`src/rtl/uart_tx_arbiter_pkg.sv`:
```
// uart_tx_arbiter_pkg: shared FSM encoding, byte width and grant-index helper for the UART TX arbiter
package uart_tx_arbiter_pkg;

    localparam int UART_BYTE_W = 8;

    typedef enum logic [2:0] {
        S_IDLE  = 3'd0,
        S_FETCH = 3'd1,
        S_PULSE = 3'd2,
        S_WAITB = 3'd3,
        S_WAITD = 3'd4,
        S_GAP   = 3'd5
    } state_t;

    // Index of the set bit in a one-hot vector of up to 8 requesters
    function automatic logic [2:0] oh_idx(input logic [7:0] oh);
        logic [2:0] idx;
        idx = '0;
        for (int i = 0; i < 8; i++) begin
            if (oh[i]) idx = 3'(i);
        end
        return idx;
    endfunction

endpackage

```
`src/rtl/uart_tx_arbiter_rr_pick.sv`:
```
// uart_tx_arbiter_rr_pick: combinational round-robin picker; lowest valid index at or above ptr wins
module uart_tx_arbiter_rr_pick #(
    parameter int N = 4
) (
    input  logic [N-1:0] valid,
    input  logic [2:0]   ptr,
    output logic [N-1:0] onehot,
    output logic         any
);

    localparam int IW = (N > 1) ? $clog2(N) : 1;

    logic [IW-1:0] j;

    // Scan from the farthest candidate back toward ptr so the nearest valid one is written last and wins
    always_comb begin
        onehot = '0;
        j = '0;
        for (int i = N - 1; i >= 0; i--) begin
            j = IW'((int'(ptr) + i) % N);
            if (valid[j]) begin
                onehot = '0;
                onehot[j] = 1'b1;
            end
        end
    end

    assign any = |valid;

endmodule

```
`src/rtl/uart_tx_arbiter.sv`:
```
// uart_tx_arbiter: packet-granular round-robin sharing of one UART byte transmitter; watchdog via UART_TX_ARB_WDOG_EN
module uart_tx_arbiter
    import uart_tx_arbiter_pkg::*;
#(
    parameter int N_REQ       = 4,
    parameter int GAP_CYCLES  = 0,
    parameter int WDOG_CYCLES = 8
) (
    input  logic                         I_clk,
    input  logic                         I_uart_rstn,
    input  logic [N_REQ-1:0]             I_req_valid,
    input  logic [UART_BYTE_W*N_REQ-1:0] I_req_data,
    input  logic [N_REQ-1:0]             I_req_last,
    output logic [N_REQ-1:0]             O_req_ready,
    output logic [N_REQ-1:0]             O_grant,
    output logic                         O_uart_wreq,
    output logic [UART_BYTE_W-1:0]       O_uart_wdata,
    input  logic                         I_uart_wbusy,
    output logic                         O_tx_err
);

    state_t                 state;
    logic [2:0]             rr_ptr;
    logic [2:0]             g_idx;
    logic                   last_r;
    logic                   any;
    logic                   sel_last;
    logic                   gap_done;
    logic [N_REQ-1:0]       pick;
    logic [UART_BYTE_W-1:0] sel_data;
    logic [15:0]            gap_cnt;
`ifdef UART_TX_ARB_WDOG_EN
    logic [15:0]            wd_cnt;
`endif

    uart_tx_arbiter_rr_pick #(.N(N_REQ)) u_pick (
        .valid  (I_req_valid),
        .ptr    (rr_ptr),
        .onehot (pick),
        .any    (any)
    );

    assign O_req_ready = (state == S_FETCH) ? (I_req_valid & O_grant) : '0;
    assign g_idx       = oh_idx(8'(O_grant));
    assign gap_done    = (17'(gap_cnt) + 17'd1) >= 17'(GAP_CYCLES);

    // Route the owner's byte and last flag toward the holding register
    always_comb begin
        sel_data = '0;
        sel_last = 1'b0;
        for (int k = 0; k < N_REQ; k++) begin
            if (O_grant[k]) begin
                sel_data = I_req_data[k*UART_BYTE_W +: UART_BYTE_W];
                sel_last = I_req_last[k];
            end
        end
    end

    // Arbitration and transmitter handshake FSM; grant, pulse and byte are all registered
    always_ff @(posedge I_clk or negedge I_uart_rstn) begin
        if (!I_uart_rstn) begin
            state        <= S_IDLE;
            O_grant      <= '0;
            O_uart_wreq  <= 1'b0;
            O_uart_wdata <= '0;
            last_r       <= 1'b0;
            rr_ptr       <= '0;
            gap_cnt      <= '0;
`ifdef UART_TX_ARB_WDOG_EN
            wd_cnt       <= '0;
            O_tx_err     <= 1'b0;
`endif
        end else begin
            O_uart_wreq <= 1'b0;
`ifdef UART_TX_ARB_WDOG_EN
            O_tx_err    <= 1'b0;
`endif
            case (state)
                S_IDLE: begin
                    if (any) begin
                        O_grant <= pick;
                        state   <= S_FETCH;
                    end
                end
                S_FETCH: begin
                    if (|O_req_ready) begin
                        O_uart_wdata <= sel_data;
                        last_r       <= sel_last;
                        O_uart_wreq  <= 1'b1;
                        state        <= S_PULSE;
                    end
                end
                S_PULSE: begin
`ifdef UART_TX_ARB_WDOG_EN
                    wd_cnt <= '0;
`endif
                    state <= S_WAITB;
                end
                S_WAITB: begin
                    if (I_uart_wbusy) begin
                        state <= S_WAITD;
`ifdef UART_TX_ARB_WDOG_EN
                    end else if (wd_cnt == 16'(WDOG_CYCLES - 1)) begin
                        O_tx_err <= 1'b1;
                        gap_cnt  <= '0;
                        state    <= S_GAP;
                    end else begin
                        wd_cnt <= wd_cnt + 16'd1;
`endif
                    end
                end
                S_WAITD: begin
                    if (!I_uart_wbusy) begin
                        gap_cnt <= '0;
                        state   <= S_GAP;
                    end
                end
                S_GAP: begin
                    if (!gap_done) begin
                        gap_cnt <= gap_cnt + 16'd1;
                    end else if (last_r) begin
                        rr_ptr  <= (g_idx == 3'(N_REQ - 1)) ? 3'd0 : g_idx + 3'd1;
                        O_grant <= '0;
                        state   <= S_IDLE;
                    end else begin
                        state <= S_FETCH;
                    end
                end
                default: state <= S_IDLE;
            endcase
        end
    end

`ifndef UART_TX_ARB_WDOG_EN
    // No watchdog: error output is constant low (expression folds to 0 for any legal WDOG_CYCLES)
    assign O_tx_err = (WDOG_CYCLES < 0);
`endif

endmodule
```
`config.mk`:
```
export PLATFORM = sky130hd
export DESIGN_NAME = uart_tx_arbiter
export DESIGN_NICKNAME = d
export VERILOG_FILES = /design/src/rtl/uart_tx_arbiter_pkg.sv /design/src/rtl/uart_tx_arbiter_rr_pick.sv /design/src/rtl/uart_tx_arbiter.sv
export SDC_FILE = /design/constraint.sdc
export NUM_CORES = 1
export LEC_CHECK = 0
export CORE_ASPECT_RATIO = 0.75
export CORE_MARGIN = 4
export CORE_UTILIZATION = 40
export DETAILED_ROUTE_END_ITERATION = 16
export GPL_TIMING_DRIVEN = 1
export PLACE_DENSITY_LB_ADDON = 0.3
export RECOVER_POWER = 25
export SYNTH_ARGS = -nofsm -noshare
export SYNTH_HDL_FRONTEND = slang
export SYNTH_SLANG_ARGS = --single-unit
```
`constraint.sdc`:
```
create_clock -name I_clk -period 2.1 [get_ports I_clk]
set_input_delay 0.21 -clock I_clk [delete_from_list [all_inputs] [get_ports I_clk]]
set_output_delay 0.21 -clock I_clk [all_outputs]
set_load 0.05 [all_outputs]
```
# ---- Word level (Yosys, flattened, before mapping)
# Index checks and enable logic that the tools add are counted.
dict set report word_totals {
  inputBits 43
  ff_bits 35
  out_inout_bits 18
}
dict set report op_classes {
  bitwise_logic 1
  add_sub_neg 6
  magnitude_cmp 9
  mux 49
  reduce_logical 14
  eq_ne 13
}
# op n
set ops {}
lappend ops {{$mux W16} 2}
lappend ops {{$mux W4} 8}
lappend ops {{$mux W8} 4}
lappend ops {{$pmux W16 S2} 1}
lappend ops {{$pmux W3 S6} 1}
lappend ops {{$add A16 B1 Y17 const B} 1}
lappend ops {{$ge A17 B1 Y1 const B} 1}
lappend ops {{$add A16 B1 Y16 const B} 1}
lappend ops {{$mux W1} 16}
lappend ops {{$mux W3} 5}
lappend ops {{$lt A2 B3 Y1 const B} 4}
lappend ops {{$ne A2 B2 Y1 const B} 6}
lappend ops {{$eq A3 B2 Y1 const B} 3}
lappend ops {{$bmux W1 S2} 4}
lappend ops {{$demux W1 S2} 4}
lappend ops {{$ge A2 B1 Y1 const B} 4}
lappend ops {{$pmux W4 S2} 1}
lappend ops {{$reduce_or A4 Y1} 2}
lappend ops {{$eq A3 B3 Y1 const B} 2}
lappend ops {{$mux W2} 3}
lappend ops {{$reduce_and A3 Y1} 2}
lappend ops {{$reduce_and A5 Y1} 1}
lappend ops {{$add A2 B1 Y2 const B} 2}
lappend ops {{$add A2 B2 Y2 const B} 2}
lappend ops {{8 further kinds} 12}

# ---- Longest topological paths before layout
dict set report logic_depth {
  depth_word 11
  ltp_mapped 9
  ltp_nobuf 7
}

# ---- By module
# From an unflattened synthesis, not the netlist that was laid out.
dict set report unflattened {
  cells_unflattened 163
  hier_area_um2 1652.8
}
# module instances area_per_inst_um2 cells_per_inst seq_area_each_um2
set by_module_without_submodules {}
lappend by_module_without_submodules {uart_tx_arbiter 1 1233.7 115 475.5}
lappend by_module_without_submodules {uart_tx_arbiter_rr_pick 1 419.2 48 0.0}

# ---- Worst setup path before layout
# No wires, ideal clock.
dict set report synth_path {
  kind {register -> register}
  start {reg rr_ptr[0]}
  end {reg O_grant[0]}
  period_less_slack_ps 2122
  arrival_time_ps 2056
  stages_incl_launch_ff 10
  path_slack_ps -22
  required_ps 2034
  setup_ps 66
  n_path_buf 2
  cell_sequence {dfrtp_1 > buf_2 > inv_2 > ha_1 > buf_2 > or3b_1 > o22ai_2 > a22oi_1 > a31oi_1 > a211o_1}
}
dict set report synth_via {
  elab_chain_cells 11
  elab_cells_between_ends 37
  classes_between {add/sub (3); order compare (8); mux (22); reduce/logical (4)}
}
# item line_no
set synth_lines {}
lappend synth_lines {{from (decl)} uart_tx_arbiter.sv:23} ;# logic [2:0] rr_ptr;
lappend synth_lines {{from (signal assigned)} uart_tx_arbiter.sv:122} ;# rr_ptr <= (g_idx == 3'(N_REQ - 1)) ? 3'd0 : g_idx + 3'd1;
lappend synth_lines {{$add A2 B2 Y2} uart_tx_arbiter_rr_pick.sv:20} ;# j = IW'((int'(ptr) + i) % N);
lappend synth_lines {{$lt A2 B3 Y1 (implied by the code) / $ge A2 B1 Y1 (equally long branches)} uart_tx_arbiter_rr_pick.sv:23} ;# onehot[j] = 1'b1;
lappend synth_lines {{$logic_and A1 B1 Y1 (implied by the code)} uart_tx_arbiter_rr_pick.sv:23}
lappend synth_lines {{$mux W1 (implied by the code)} uart_tx_arbiter_rr_pick.sv:23}
lappend synth_lines {{$demux W1 S2} -}
lappend synth_lines {{$mux W4 (3 in a row)} uart_tx_arbiter_rr_pick.sv:21} ;# if (valid[j]) begin
lappend synth_lines {{$mux W4 (*)} uart_tx_arbiter_rr_pick.sv:21}
lappend synth_lines {{$mux W4 (*)} uart_tx_arbiter.sv:80} ;# if (any) begin
lappend synth_lines {{$pmux W4 S2 (*)} uart_tx_arbiter.sv:78} ;# case (state)
lappend synth_lines {{to (signal assigned)} uart_tx_arbiter.sv:81} ;# O_grant <= pick;
lappend synth_lines {{to (decl)} uart_tx_arbiter.sv:15} ;# output logic [N_REQ-1:0] O_grant,
# Mark *: on every way between the ends. The rest lies on a longest branch, timed or not. The select of a mux whose other input is x is not followed.
# A chain may end at the register's enable or synchronous reset.

# ---- Worst setup path after layout
dict set report layout_path {
  start {reg rr_ptr[1]}
  end {reg O_grant[1]}
}
# The elaborated chain is that of the path after synthesis.

==> results.toml <==
[worst_setup_path]
cp_max_fo = 6
rr_endpoint = "O_grant[1]"
critical_path_buf_inv_count = 1
path_class = "register to register"
regToRegSetupSlack_ns = 0.14
start_kind = "register"
required_ns = 2.29
worst_ep_arrival_time_ns = 2.15
cpMaxStageDelayCell = "or3b_1"
reg2reg_from = "rr_ptr[1]"
worstRegToRegCells = 7
end_kind = "register"
cp_top_family = "compound AO/OA/AOI/OAI gates"
cpPeakStageDelay_ns = 0.43
path_cells = "inv_2 -> ha_2 -> or3b_1 -> o22ai_4 -> a22oi_1 -> a31oi_1 -> a211o_1"

[finish]
finalNonFillerCells = 306
drive_gt1_frac = 0.1063
n_antenna_cell = 0
final_nets = 305
final_cell_mix = "clkdlybuf4s50_1, a21oi_1, nand2_1"
syn_to_final_growth_pct = 46.77
final_area_um2 = 2301
layout_commonest_cell = "clkdlybuf4s50_1"
fillers = 331

[clock_tree]
cts_setup_buffers = 0
clkTransAtPathRegs_ns = 0.07
worstSkewPairLatency_ns = 0.25
cts_tree = "done"
cts_buffers = 3
clockRootBuffer = "clkbuf_8"
cts_sinks = 19
h-tree-depth = 1
clock_path_buffers = 2

[worst_hold_path]
hp-class = "register to register"
whs_path_depth = 1
holdPathEnd = "O_uart_wdata[1]"
hold_start = "O_uart_wdata[1]"

[placed_design]
portBuffers = 59
place_hpwl_mm = 3.398
dp.cells = 302
placed_cell_area_um2 = 2250
place.gp.congestion = 0.9008
pre_cts_ws_ns = -0.02762

[global_routing]
grt_pass1_wl_mm = 7.134
grt_usage = 0.1760
use_met3 = 0.05925
top_usage_layer = "met2"
grt_pass1_vias = 1564
grt.overflow.total = 0
grt_util_met2 = 0.2748
grt_use_met1 = 0.2392
grt_max_degree = 23
antenna_found_initial = 0

[pwr]
peakVddDrop_mv = 0.7730
p_per_area_nw_per_um2 = 1420
p_leak_nw = 0.8929

[synth]
syn_nets = 246
avgSynthCellArea_um2 = 7.999
ys_types = 40
yosysSeqAreaShare = 0.3033
synth-seq-cells = 19
yosysWarnings = 0
syn-cell-area_um2 = 1568
netlist_instances = 196

[floorplan]
dieWidth_um = 80.29
die_area_um2 = 4996
start_util = 0.4227
rows = 19
die_y_um = 62.22
core-area_um2 = 3709
ios = 61

[sta]
fin_worst_skew_ns = 0.002059
slew_headroom = 0.3198
timing.final.ws_setup_ns = 0.1414
fin_crit_sh = 0.9327
finalCriticalPeriod_ns = 1.959
tightest_slew_ns = 1.020
slew_viol_final = 0
rsz0062_at_grt = "false"
hold_viol = 0
setup_viol = 0
fmax_ghz = 0.5106

[drt]
wl_per_cell_um = 14.17
wirelength_mm = 4.336
drtIter0Drc = 122
firstDrtPassIters = 4
drc = 0
vias = 1665
viasPerCell = 5.441
detail-route-antenna-nets = 0

[run_status]
outcome = "finished, final reports clean"

[job]
drv_cap = 0
==> flip-flops by register name, indices dropped and copies added (netlist names) <==
register      count
O_uart_wdata      8
O_grant           4
state             3
rr_ptr            2
O_uart_wreq       1
last_r            1
==> through the flow <==
step | power, mW | TNS, ns | hold slack, ns | utilization
after floorplan | 2.304 | 0 | -0.08559 | -
after global placement | 2.969 | 0 | 0.4819 | 0.6066
after detailed placement | 3.001 | -0.07830 | 0.4859 | 0.6066
after CTS | 3.252 | 0 | 0.3032 | 0.6188
after global routing | 3.542 | 0 | 0.5221 | 0.6204
final | 3.267 | 0 | 0.4986 | 0.6204
==> worst max path at each step <==
stage | from | endpoint | slack, ns | cells after the start
2_1_floorplan | rr_ptr[0] | O_grant[0] | 0.03 | 9
3_3_place_gp | I_req_valid[0] | O_grant[1] | 0.04 | 5
3_5_place_dp | I_req_valid[0] | O_grant[1] | -0.03 | 5
4_1_cts | rr_ptr[1] | O_grant[1] | 0.12 | 7
5_1_grt | rr_ptr[1] | O_grant[0] | 0.01 | 7
6_report | rr_ptr[1] | O_grant[1] | 0.14 | 7
==> power by group <==
| part | internal, mW | total (mW) | switching, mW |
|---|---|---|---|
| logic | 0.915 | 2.32 | 1.40 |
| clock network | 0.135 | 0.247 | 0.112 |
| registers | 0.541 | 0.700 | 0.160 |
==> synth_stat cells <==
library cell,number,area [µm²]
a2bb2oi_1,1,8.760
a31oi_1,6,37.54
nand2_1,22,82.58
o22ai_1,1,6.260
nor4_1,2,12.51
mux2_2,1,11.26
buf_2,4,20.02
nand3_1,6,30.03
inv_2,1,3.750
buf_4,3,22.52
o211ai_1,1,7.510
a221oi_1,9,78.83
o22ai_2,1,12.51
a22o_2,1,10.01
o21ai_0,5,25.02
conb_1,1,3.750
and2_1,1,6.260
or3_1,5,31.28
a211o_1,4,35.03
dfrtp_1,19,475.5
a22oi_1,4,30.03
nor4bb_1,1,10.01
or3b_1,1,8.760
nor2b_1,13,81.33
a21oi_1,24,120.1
o21ai_2,1,8.760
buf_6,1,11.26
nor4b_1,1,8.760
mux2i_2,3,41.29
inv_1,4,15.01
nor3_1,8,40.04
nand4_1,1,6.260
nand3b_1,1,7.510
ha_1,7,87.58
o21a_1,1,7.510
nor3b_1,1,7.510
mux2i_1,5,50.05
nor2_1,16,60.06
clkbuf_1,6,22.52
o31ai_1,3,22.52
==> cell families (layout without fill, tap and decap cells) <==
group                      Yosys count  after routing  share of synthesized area
AOI/OAI and AO/OA                   62             62                     0.2618
adders and majority gates            7              7                    0.05586
buffers and inverters               19             77                    0.06065
DFF                                 19             19                     0.3033
muxes                                9              9                    0.06544
other                                1              1                   0.002392
and+or+nand+nor                     79             79                     0.2506
==> per-layer routing <==
layer | vias to the layer above | wire length, µm
met5 | - | 0
met4 | 0 | 12
li1 | 830 | -
met3 | 2 | 435
met2 | 68 | 1943
met1 | 765 | 1945
==> area by class of cell <==
| class | instances | area (µm²) | area share |
|---|---|---|---|
| clock buffer | 4 | 45.04 | 0.01958 |
| multi-input combinational | 158 | 1007 | 0.4377 |
| tap | 52 | 65.06 | 0.02828 |
| inverter | 5 | 18.77 | 0.008157 |
| sequential | 19 | 475.5 | 0.2066 |
| timing repair buffer | 68 | 689.4 | 0.2996 |
==> repair_timing <==
item,CTS,global route
endpoints found under the setup margin,0,4
resized for setup,0,3
hold buffers,0,0
(Power assumes the default switching activity.)
